===== src/rtl/alu_mdu.sv =====
// RV32 execute unit: single-cycle ALU and branch comparator plus an iterative
// shift-add multiplier and restoring divider, behind valid/ready handshakes.
module alu_mdu #(
  parameter int XLEN = 32,
  parameter bit EN_M = 1'b1
) (
  input  logic            clk,
  input  logic            n_rst,
  input  logic            flush,
  input  logic            in_valid,
  output logic            in_ready,
  input  logic [XLEN-1:0] src_A,
  input  logic [XLEN-1:0] src_B,
  input  logic [31:0]     instruction,
  input  logic [1:0]      ALU_control,
  output logic            out_valid,
  input  logic            out_ready,
  output logic [XLEN-1:0] ALU_result,
  output logic            BranchConditionFlag,
  output logic            illegal,
  output logic            busy
);

  localparam int SHW = $clog2(XLEN);
  localparam logic [XLEN-1:0] MIN_VAL = {1'b1, {(XLEN-1){1'b0}}};

  typedef enum logic [1:0] {IDLE, MUL, DIV, DONE} state_t;
  state_t state, state_nxt, start_state;

  logic [6:0]      opcode, funct7;
  logic [2:0]      funct3;
  logic [SHW-1:0]  shamt;
  logic            is_r, is_i, is_m, alu_legal, do_sub, do_sra, div_ovf;
  logic            accept, last;
  logic [XLEN-1:0] sc_result;
  logic            sc_flag, sc_illegal, go_mul, go_div;
  logic            unused_bits;

  logic [2*XLEN-1:0] acc, mcand, add_term, acc_nxt, mcand_init;
  logic [XLEN-1:0]   mplier, mul_res;
  logic              mul_hi, mul_neg_last;
  logic [XLEN-1:0]   rem_r, quo_r, dvsr, rem_nxt, quo_nxt, div_res, mag_a, mag_b;
  logic [XLEN:0]     shifted, diff;
  logic              neg_q, neg_r, want_rem, a_neg, b_neg, a_sx;
  logic [SHW-1:0]    cnt;

  assign opcode      = instruction[6:0];
  assign funct3      = instruction[14:12];
  assign funct7      = instruction[31:25];
  assign unused_bits = ^instruction[24:15];
  assign shamt       = src_B[SHW-1:0];
  assign is_r        = (opcode == 7'b0110011);
  assign is_i        = (opcode == 7'b0010011);
  assign is_m        = (ALU_control == 2'b00) && is_r && (funct7 == 7'b0000001);
  assign do_sub      = is_r && funct7[5];
  assign do_sra      = funct7[5];
  assign div_ovf     = !funct3[0] && (src_A == MIN_VAL) && (src_B == '1);

  assign in_ready  = !flush && ((state == IDLE) || ((state == DONE) && out_ready));
  assign accept    = in_valid && in_ready;
  assign out_valid = (state == DONE);
  assign busy      = (state == MUL) || (state == DIV);
  assign last      = (cnt == {SHW{1'b1}});

  always_comb begin
    alu_legal = 1'b1;
    if (is_r) begin
      alu_legal = (funct7 == 7'b0000000) ||
                  ((funct7 == 7'b0100000) && ((funct3 == 3'b000) || (funct3 == 3'b101)));
    end else if (is_i) begin
      if (funct3 == 3'b001)      alu_legal = (funct7 == 7'b0000000);
      else if (funct3 == 3'b101) alu_legal = (funct7 == 7'b0000000) || (funct7 == 7'b0100000);
    end
  end

  // Single-cycle result and the decision whether to start an iterative op
  always_comb begin
    sc_result  = '0;
    sc_flag    = 1'b0;
    sc_illegal = 1'b0;
    go_mul     = 1'b0;
    go_div     = 1'b0;
    case (ALU_control)
      2'b00: begin
        if (is_m) begin
          if (!EN_M)                sc_illegal = 1'b1;
          else if (!funct3[2])      go_mul = 1'b1;
          else if (src_B == '0)     sc_result = funct3[1] ? src_A : '1;
          else if (div_ovf)         sc_result = funct3[1] ? '0 : MIN_VAL;
          else                      go_div = 1'b1;
        end else if (is_r || is_i) begin
          case (funct3)
            3'b000: sc_result = do_sub ? (src_A - src_B) : (src_A + src_B);
            3'b001: sc_result = src_A << shamt;
            3'b010: sc_result = {{(XLEN-1){1'b0}}, ($signed(src_A) < $signed(src_B))};
            3'b011: sc_result = {{(XLEN-1){1'b0}}, (src_A < src_B)};
            3'b100: sc_result = src_A ^ src_B;
            3'b101: begin
              if (do_sra) sc_result = $unsigned($signed(src_A) >>> shamt);
              else        sc_result = src_A >> shamt;
            end
            3'b110: sc_result = src_A | src_B;
            default: sc_result = src_A & src_B;
          endcase
          if (!alu_legal) begin
            sc_result  = '0;
            sc_illegal = 1'b1;
          end
        end else begin
          sc_illegal = 1'b1;
        end
      end
      2'b01: begin
        case (funct3)
          3'b000:  sc_flag = (src_A == src_B);
          3'b001:  sc_flag = (src_A != src_B);
          3'b100:  sc_flag = ($signed(src_A) < $signed(src_B));
          3'b101:  sc_flag = !($signed(src_A) < $signed(src_B));
          3'b110:  sc_flag = (src_A < src_B);
          3'b111:  sc_flag = !(src_A < src_B);
          default: sc_illegal = 1'b1;
        endcase
      end
      2'b10:   sc_result = src_A + src_B;
      default: sc_result = src_B;
    endcase
  end

  // Operand preparation at accept: sign extension for MUL, magnitudes for DIV
  always_comb begin
    a_sx       = ((funct3 == 3'b001) || (funct3 == 3'b010)) && src_A[XLEN-1];
    mcand_init = {{XLEN{a_sx}}, src_A};
    a_neg      = !funct3[0] && src_A[XLEN-1];
    b_neg      = !funct3[0] && src_B[XLEN-1];
    mag_a      = a_neg ? -src_A : src_A;
    mag_b      = b_neg ? -src_B : src_B;
  end

  // One iteration step; the signed multiplier's top bit carries negative weight
  always_comb begin
    add_term = mplier[0] ? mcand : '0;
    acc_nxt  = (last && mul_neg_last) ? (acc - add_term) : (acc + add_term);
    mul_res  = mul_hi ? acc_nxt[2*XLEN-1:XLEN] : acc_nxt[XLEN-1:0];
    shifted  = {rem_r, quo_r[XLEN-1]};
    diff     = shifted - {1'b0, dvsr};
    if (diff[XLEN]) begin
      rem_nxt = shifted[XLEN-1:0];
      quo_nxt = {quo_r[XLEN-2:0], 1'b0};
    end else begin
      rem_nxt = diff[XLEN-1:0];
      quo_nxt = {quo_r[XLEN-2:0], 1'b1};
    end
    if (want_rem) div_res = neg_r ? -rem_nxt : rem_nxt;
    else          div_res = neg_q ? -quo_nxt : quo_nxt;
  end

  always_comb begin
    start_state = DONE;
    if (go_mul)      start_state = MUL;
    else if (go_div) start_state = DIV;
  end

  always_comb begin
    state_nxt = state;
    case (state)
      IDLE:    if (accept) state_nxt = start_state;
      MUL,
      DIV:     if (last) state_nxt = DONE;
      default: if (out_ready) state_nxt = accept ? start_state : IDLE;
    endcase
    if (flush) state_nxt = IDLE;
  end

  always_ff @(posedge clk or negedge n_rst) begin
    if (!n_rst) state <= IDLE;
    else        state <= state_nxt;
  end

  always_ff @(posedge clk or negedge n_rst) begin
    if (!n_rst) begin
      acc          <= '0;
      mcand        <= '0;
      mplier       <= '0;
      mul_hi       <= 1'b0;
      mul_neg_last <= 1'b0;
      rem_r        <= '0;
      quo_r        <= '0;
      dvsr         <= '0;
      neg_q        <= 1'b0;
      neg_r        <= 1'b0;
      want_rem     <= 1'b0;
      cnt          <= '0;
    end else if (accept) begin
      acc          <= '0;
      mcand        <= mcand_init;
      mplier       <= src_B;
      mul_hi       <= (funct3 != 3'b000);
      mul_neg_last <= (funct3 == 3'b001);
      rem_r        <= '0;
      quo_r        <= mag_a;
      dvsr         <= mag_b;
      neg_q        <= a_neg ^ b_neg;
      neg_r        <= a_neg;
      want_rem     <= funct3[1];
      cnt          <= '0;
    end else if (state == MUL) begin
      acc    <= acc_nxt;
      mcand  <= mcand << 1;
      mplier <= mplier >> 1;
      cnt    <= cnt + 1'b1;
    end else if (state == DIV) begin
      rem_r <= rem_nxt;
      quo_r <= quo_nxt;
      cnt   <= cnt + 1'b1;
    end
  end

  always_ff @(posedge clk or negedge n_rst) begin
    if (!n_rst) begin
      ALU_result          <= '0;
      BranchConditionFlag <= 1'b0;
      illegal             <= 1'b0;
    end else if (accept && !go_mul && !go_div) begin
      ALU_result          <= sc_result;
      BranchConditionFlag <= sc_flag;
      illegal             <= sc_illegal;
    end else if (busy && last && !flush) begin
      ALU_result          <= (state == MUL) ? mul_res : div_res;
      BranchConditionFlag <= 1'b0;
      illegal             <= 1'b0;
    end
  end

endmodule


===== config.mk =====
export PLATFORM = sky130hd
export DESIGN_NAME = alu_mdu
export DESIGN_NICKNAME = d
export VERILOG_FILES = /design/src/rtl/alu_mdu.sv
export SDC_FILE = /design/constraint.sdc
export NUM_CORES = 2
export LEC_CHECK = 0
export ABC_AREA = 1
export CAP_MARGIN = 30
export CORE_ASPECT_RATIO = 1.4
export CORE_MARGIN = 1
export CORE_UTILIZATION = 40
export DETAILED_ROUTE_END_ITERATION = 6
export PLACE_DENSITY = 0.54
export SYNTH_ARGS = -nofsm -noshare
export SYNTH_HDL_FRONTEND = slang
export SYNTH_SLANG_ARGS = --single-unit

===== constraint.sdc =====
create_clock -name clk -period 9 [get_ports clk]
set_input_delay 1.8 -clock clk [delete_from_list [all_inputs] [get_ports clk]]
set_output_delay 1.8 -clock clk [all_outputs]
set_load 0.01 [all_outputs]

==> impl_results.md <==
- Period Utilization, post-route: 76.1%
- Setup repair after global routing missed its margin: no
- Proportion of power drawn by the clock network: 11.0%
- WL final: 208000 um
- Total global routing overflow: 0
- Portion of synthesized cell area occupied by the leading cell type: 21.0%
- Hold Path Cell Cnt: 2
- Number of nets produced by synthesis: 6278
- Max Freq: 146 MHz
- Footprint of the flip-flops and latches: 7560 sq um
- Instance area after placement: 38600 sq um
- Worst clock skew: 33.8 ps
- Seq/Total Area, Yosys: 21.0%
- Primary FF master, synth: dfrtp_1
- ANT nets after route: 0
- Overall track demand over capacity in global routing: 45.3%
- Cell Rows: 129
- Die Span X: 256 um
- Top area cells in the synthesized netlist: dfrtp_1 (21%), nand2_1 (17%), inv_1 (7.6%), o21ai_0 (7.5%), ha_1 (7.1%)
- Setup crit start kind: primary input
- Placeable core area: 88800 sq um
- Root Driver: clkbuf_16
- Peak per-stage delay on the critical path: 840 ps
- Max-cap violation count: 0
- First-pass GRT wire length: 299000 um
- Net count reported at finish: 6307
- Worst Setup Path Type: in -> reg
- End point of the worst hold path: mplier[24]
- Via count of the first global-routing pass: 42200
- Total vias in the final route: 43500
- Per-cell via count in the routed design: 6.02
- Post-synth top area cell: dfrtp_1
- Number of distinct library cells after synthesis: 65
- Number of setup buffers added after CTS: 0
- Leakage power of the design: 19.8 nW
- Total standard cell area after synthesis: 36000 sq um
- Arrival time at the worst endpoint: 7400 ps
- Combined area of the multi-input logic cells: 24600 sq um
- Slowest stage cell on the critical path: clkdlybuf4s50_1
- First-iteration detailed-routing DRC count: 4468
- Number of filler cells placed in the layout: 9929
- CTS-repair resized insts: 0
- Pin count of the biggest net entering global routing: 155
- Worst setup slack for register-to-register paths: 2540 ps
- Hold Crit Class: reg -> reg
- Number of clock sinks: 302
- RePlAce Congestion: 1.08
- Effective utilization at floorplan: 40.6%
- CTS H-tree lvls: 2
- Time the worst path needs with I/O delays and setup: 6850 ps
- Slew margin rel.: 23.1%
- Number of cells in the finished layout apart from fillers: 7217
- TritonCTS clock tree: built
- Logic depth of the worst register-to-register path: 27
- Cts bufs inserted: 35
- Post-synthesis cell count: 5967
- Final standard cell area without fillers: 40000 sq um
- Worst slew pin tran: 1150 ps
- Sum Neg Setup Slack: 0 ps
- Sw Pwr: 0.00868 W
- Die H: 357 um
- PD cells: 368 nW/um^2
- Internal power: 0.00604 W
- R2R Path Start: mplier[0]
- Number of antenna violations at the first check in global routing: 19
- Fraction of final layout cells sized beyond drive strength 1: 5.30%
- Worst endpoint required time: 9540 ps
- Beginning of the worst hold path: mplier[25]
- Max FO, Critical Path: 8
- Switch share: 59.0%
- Slew Limit Fails: 0
- Sequential share of power: 17.1%
- Crit. End Element: flip-flop
- Clock Latency Late Sink: 620 ps
- Cell Count Post-Placement: 7124
- Clock tree buffer depth: 3
- Largest voltage drop on the vdd net: 0.210 mV
- Post-detailed-route DRC marker count: 0
- Setup violations, final: 0
- Combinational share of power: 71.9%
- FFs w/ async S/R, synth: 100%
- Post-DP HPWL: 164000 um
- Most repeated library cell on the critical path: nand2_1
- Cells traversed along the worst timing path: clkdlybuf4s50_1 > inv_1 > ha_1 > nor2_1 > nand2_1 > nand3_1 > a21oi_1 > inv_1 > a21oi_1 > o21ai_1 > nand3_1 > o211ai_1 > xor2_1 > nand3_1 > nand2_1 > o211ai_1 > nand2_1 > nand2_1 > a21oi_1
- Clock slew at reported path FFs: 70 ps
- Total Die Area: 91300 sq um
- Capturing point of the worst reg2reg path: ALU_result[24]
- Buffers added on ports: 124
- Synth-to-layout area growth: 11.0%
- Final Hold Fails: 0
- Status: completed
- Count of flip-flops with a built-in enable after synthesis: 0
- Average cell area after synthesis: 6.04 sq um
- # IOs: 140
- Average wire length per cell after detail routing: 28.9 um
- Hold slack: 483 ps
- Total of flip-flops plus latches after synthesis: 302
- Count of TritonRoute iterations in the first routing pass: 6
- Warnings, synthesis: 0
- Quantity of hold-fixing buffers added after cts: 0
==> cells in the mapped netlist (all sizes together), types with 11 or more instances <==
library cell,number
a21o,12
nor3,82
o221ai,46
nor4,26
dfrtp,302
a21oi,445
a221oi,16
or2,14
o21a,21
clkbuf,197
a21boi,11
o22ai,35
a221o,11
nor2,559
nand4,76
o211ai,83
nand2,1686
o21ai,563
o31ai,14
ha,204
a22o,30
nand3b,18
o2111ai,21
mux2i,19
buf,62
clkinv,11
a211oi,17
o21bai,20
xor2,122
a31oi,83
xnor2,45
nand3,320
inv,746
==> sequential cells by signal, indices dropped and copies added, names as in the netlist <==
signal,cells
dvsr,32
cnt,5
illegal,1
mplier,32
mul_neg_last,1
mul_hi,1
neg_r,1
ALU_result,32
acc,64
neg_q,1
want_rem,1
BranchConditionFlag,1
rem_r,32
state,2
mcand,64
quo_r,32
==> cells by family (layout without fill, tap and decap cells) <==
group           Yosys count  count (layout)  synth area share, %
simple gates           2791            2791                 32.4
flops                   302             302                 21.0
buf+inv                1016            1072                 10.9
other cells               0              15                    0
compound gates         1464            1464                 23.9
xor+xnor                167             167                 4.06
mux                      19              19                0.528
fa+ha+maj               208             208                 7.31
==> how the worst max path moves through the flow <==
stage | to | cells after the start | start | slack, ps
floorplan | ALU_result[17] | 23 | src_B[2] | 4120
global placement | ALU_result[0] | 19 | src_A[2] | 2200
detailed placement | ALU_result[0] | 19 | src_A[2] | 2180
CTS | ALU_result[24] | 26 | mplier[0] | 2680
global route | ALU_result[0] | 19 | src_B[5] | 1840
finish | ALU_result[0] | 19 | src_A[2] | 2150
==> power by group through the flow <==
stage / clock, W / sequential [W] / combinational, W
6_report: 0.00163 / 0.00251 / 0.0106
3_3_place_gp: 0 / 0.00249 / 0.0101
3_5_place_dp: 0 / 0.00250 / 0.0102
5_1_grt: 0.00168 / 0.00256 / 0.0115
2_1_floorplan: 0 / 0.00230 / 0.00706
4_1_cts: 0.00164 / 0.00248 / 0.0103
==> stage by stage <==
stage          power, W  worst slack, ps  utilization [%]
2_1_floorplan   0.00936             4120                -
5_1_grt          0.0158             1840             45.0
3_3_place_gp     0.0126             2200             43.4
6_report         0.0147             2150             45.0
4_1_cts          0.0144             2680             44.9
3_5_place_dp     0.0127             2180             43.4
==> metal layers <==
layer  GRT usage, %  part of all wire, %
met1           46.5                   35
met2           73.0                   45
met3           11.6                  7.3
met4           48.8                   13
met5              0                0.041
==> worst max-delay path, delay by kind of cell <==
kind                     cells  cell delay [ps]
AO/OA/AOI/OAI                6             1830
XOR/XNOR                     1              270
adder cells (fa/ha/maj)      1              550
buffers and inverters        3             1330
AND/OR/NAND/NOR              8             1620
==> layout by cell type (no fill, tap or decap), drive strengths merged, types with 19 or more instances in the layout <==
cell type / count
inv: 753
o21bai: 20
clkbuf: 49
xor2: 122
xnor2: 45
nand2: 1686
nand3: 320
dfrtp: 302
nor4: 26
nor3: 82
buf: 127
o2111ai: 21
a22o: 30
a31oi: 83
nand4: 76
o21a: 21
o22ai: 35
ha: 204
a21oi: 445
o21ai: 563
o221ai: 46
mux2i: 19
o211ai: 83
clkdlybuf4s50: 120
nor2: 559
==> area by class of cell <==
type | count | share of cell area (%)
Multi-Input combinational cell | 4649 | 61.5
Sequential cell | 302 | 18.9
Inverter | 757 | 7.11
Timing Repair Buffer | 251 | 5.58
Tap cell | 1179 | 3.69
Clock buffer | 45 | 2.41
Clock inverter | 19 | 0.723
Antenna cell | 15 | 0.0939
(Power assumes the default switching activity.)
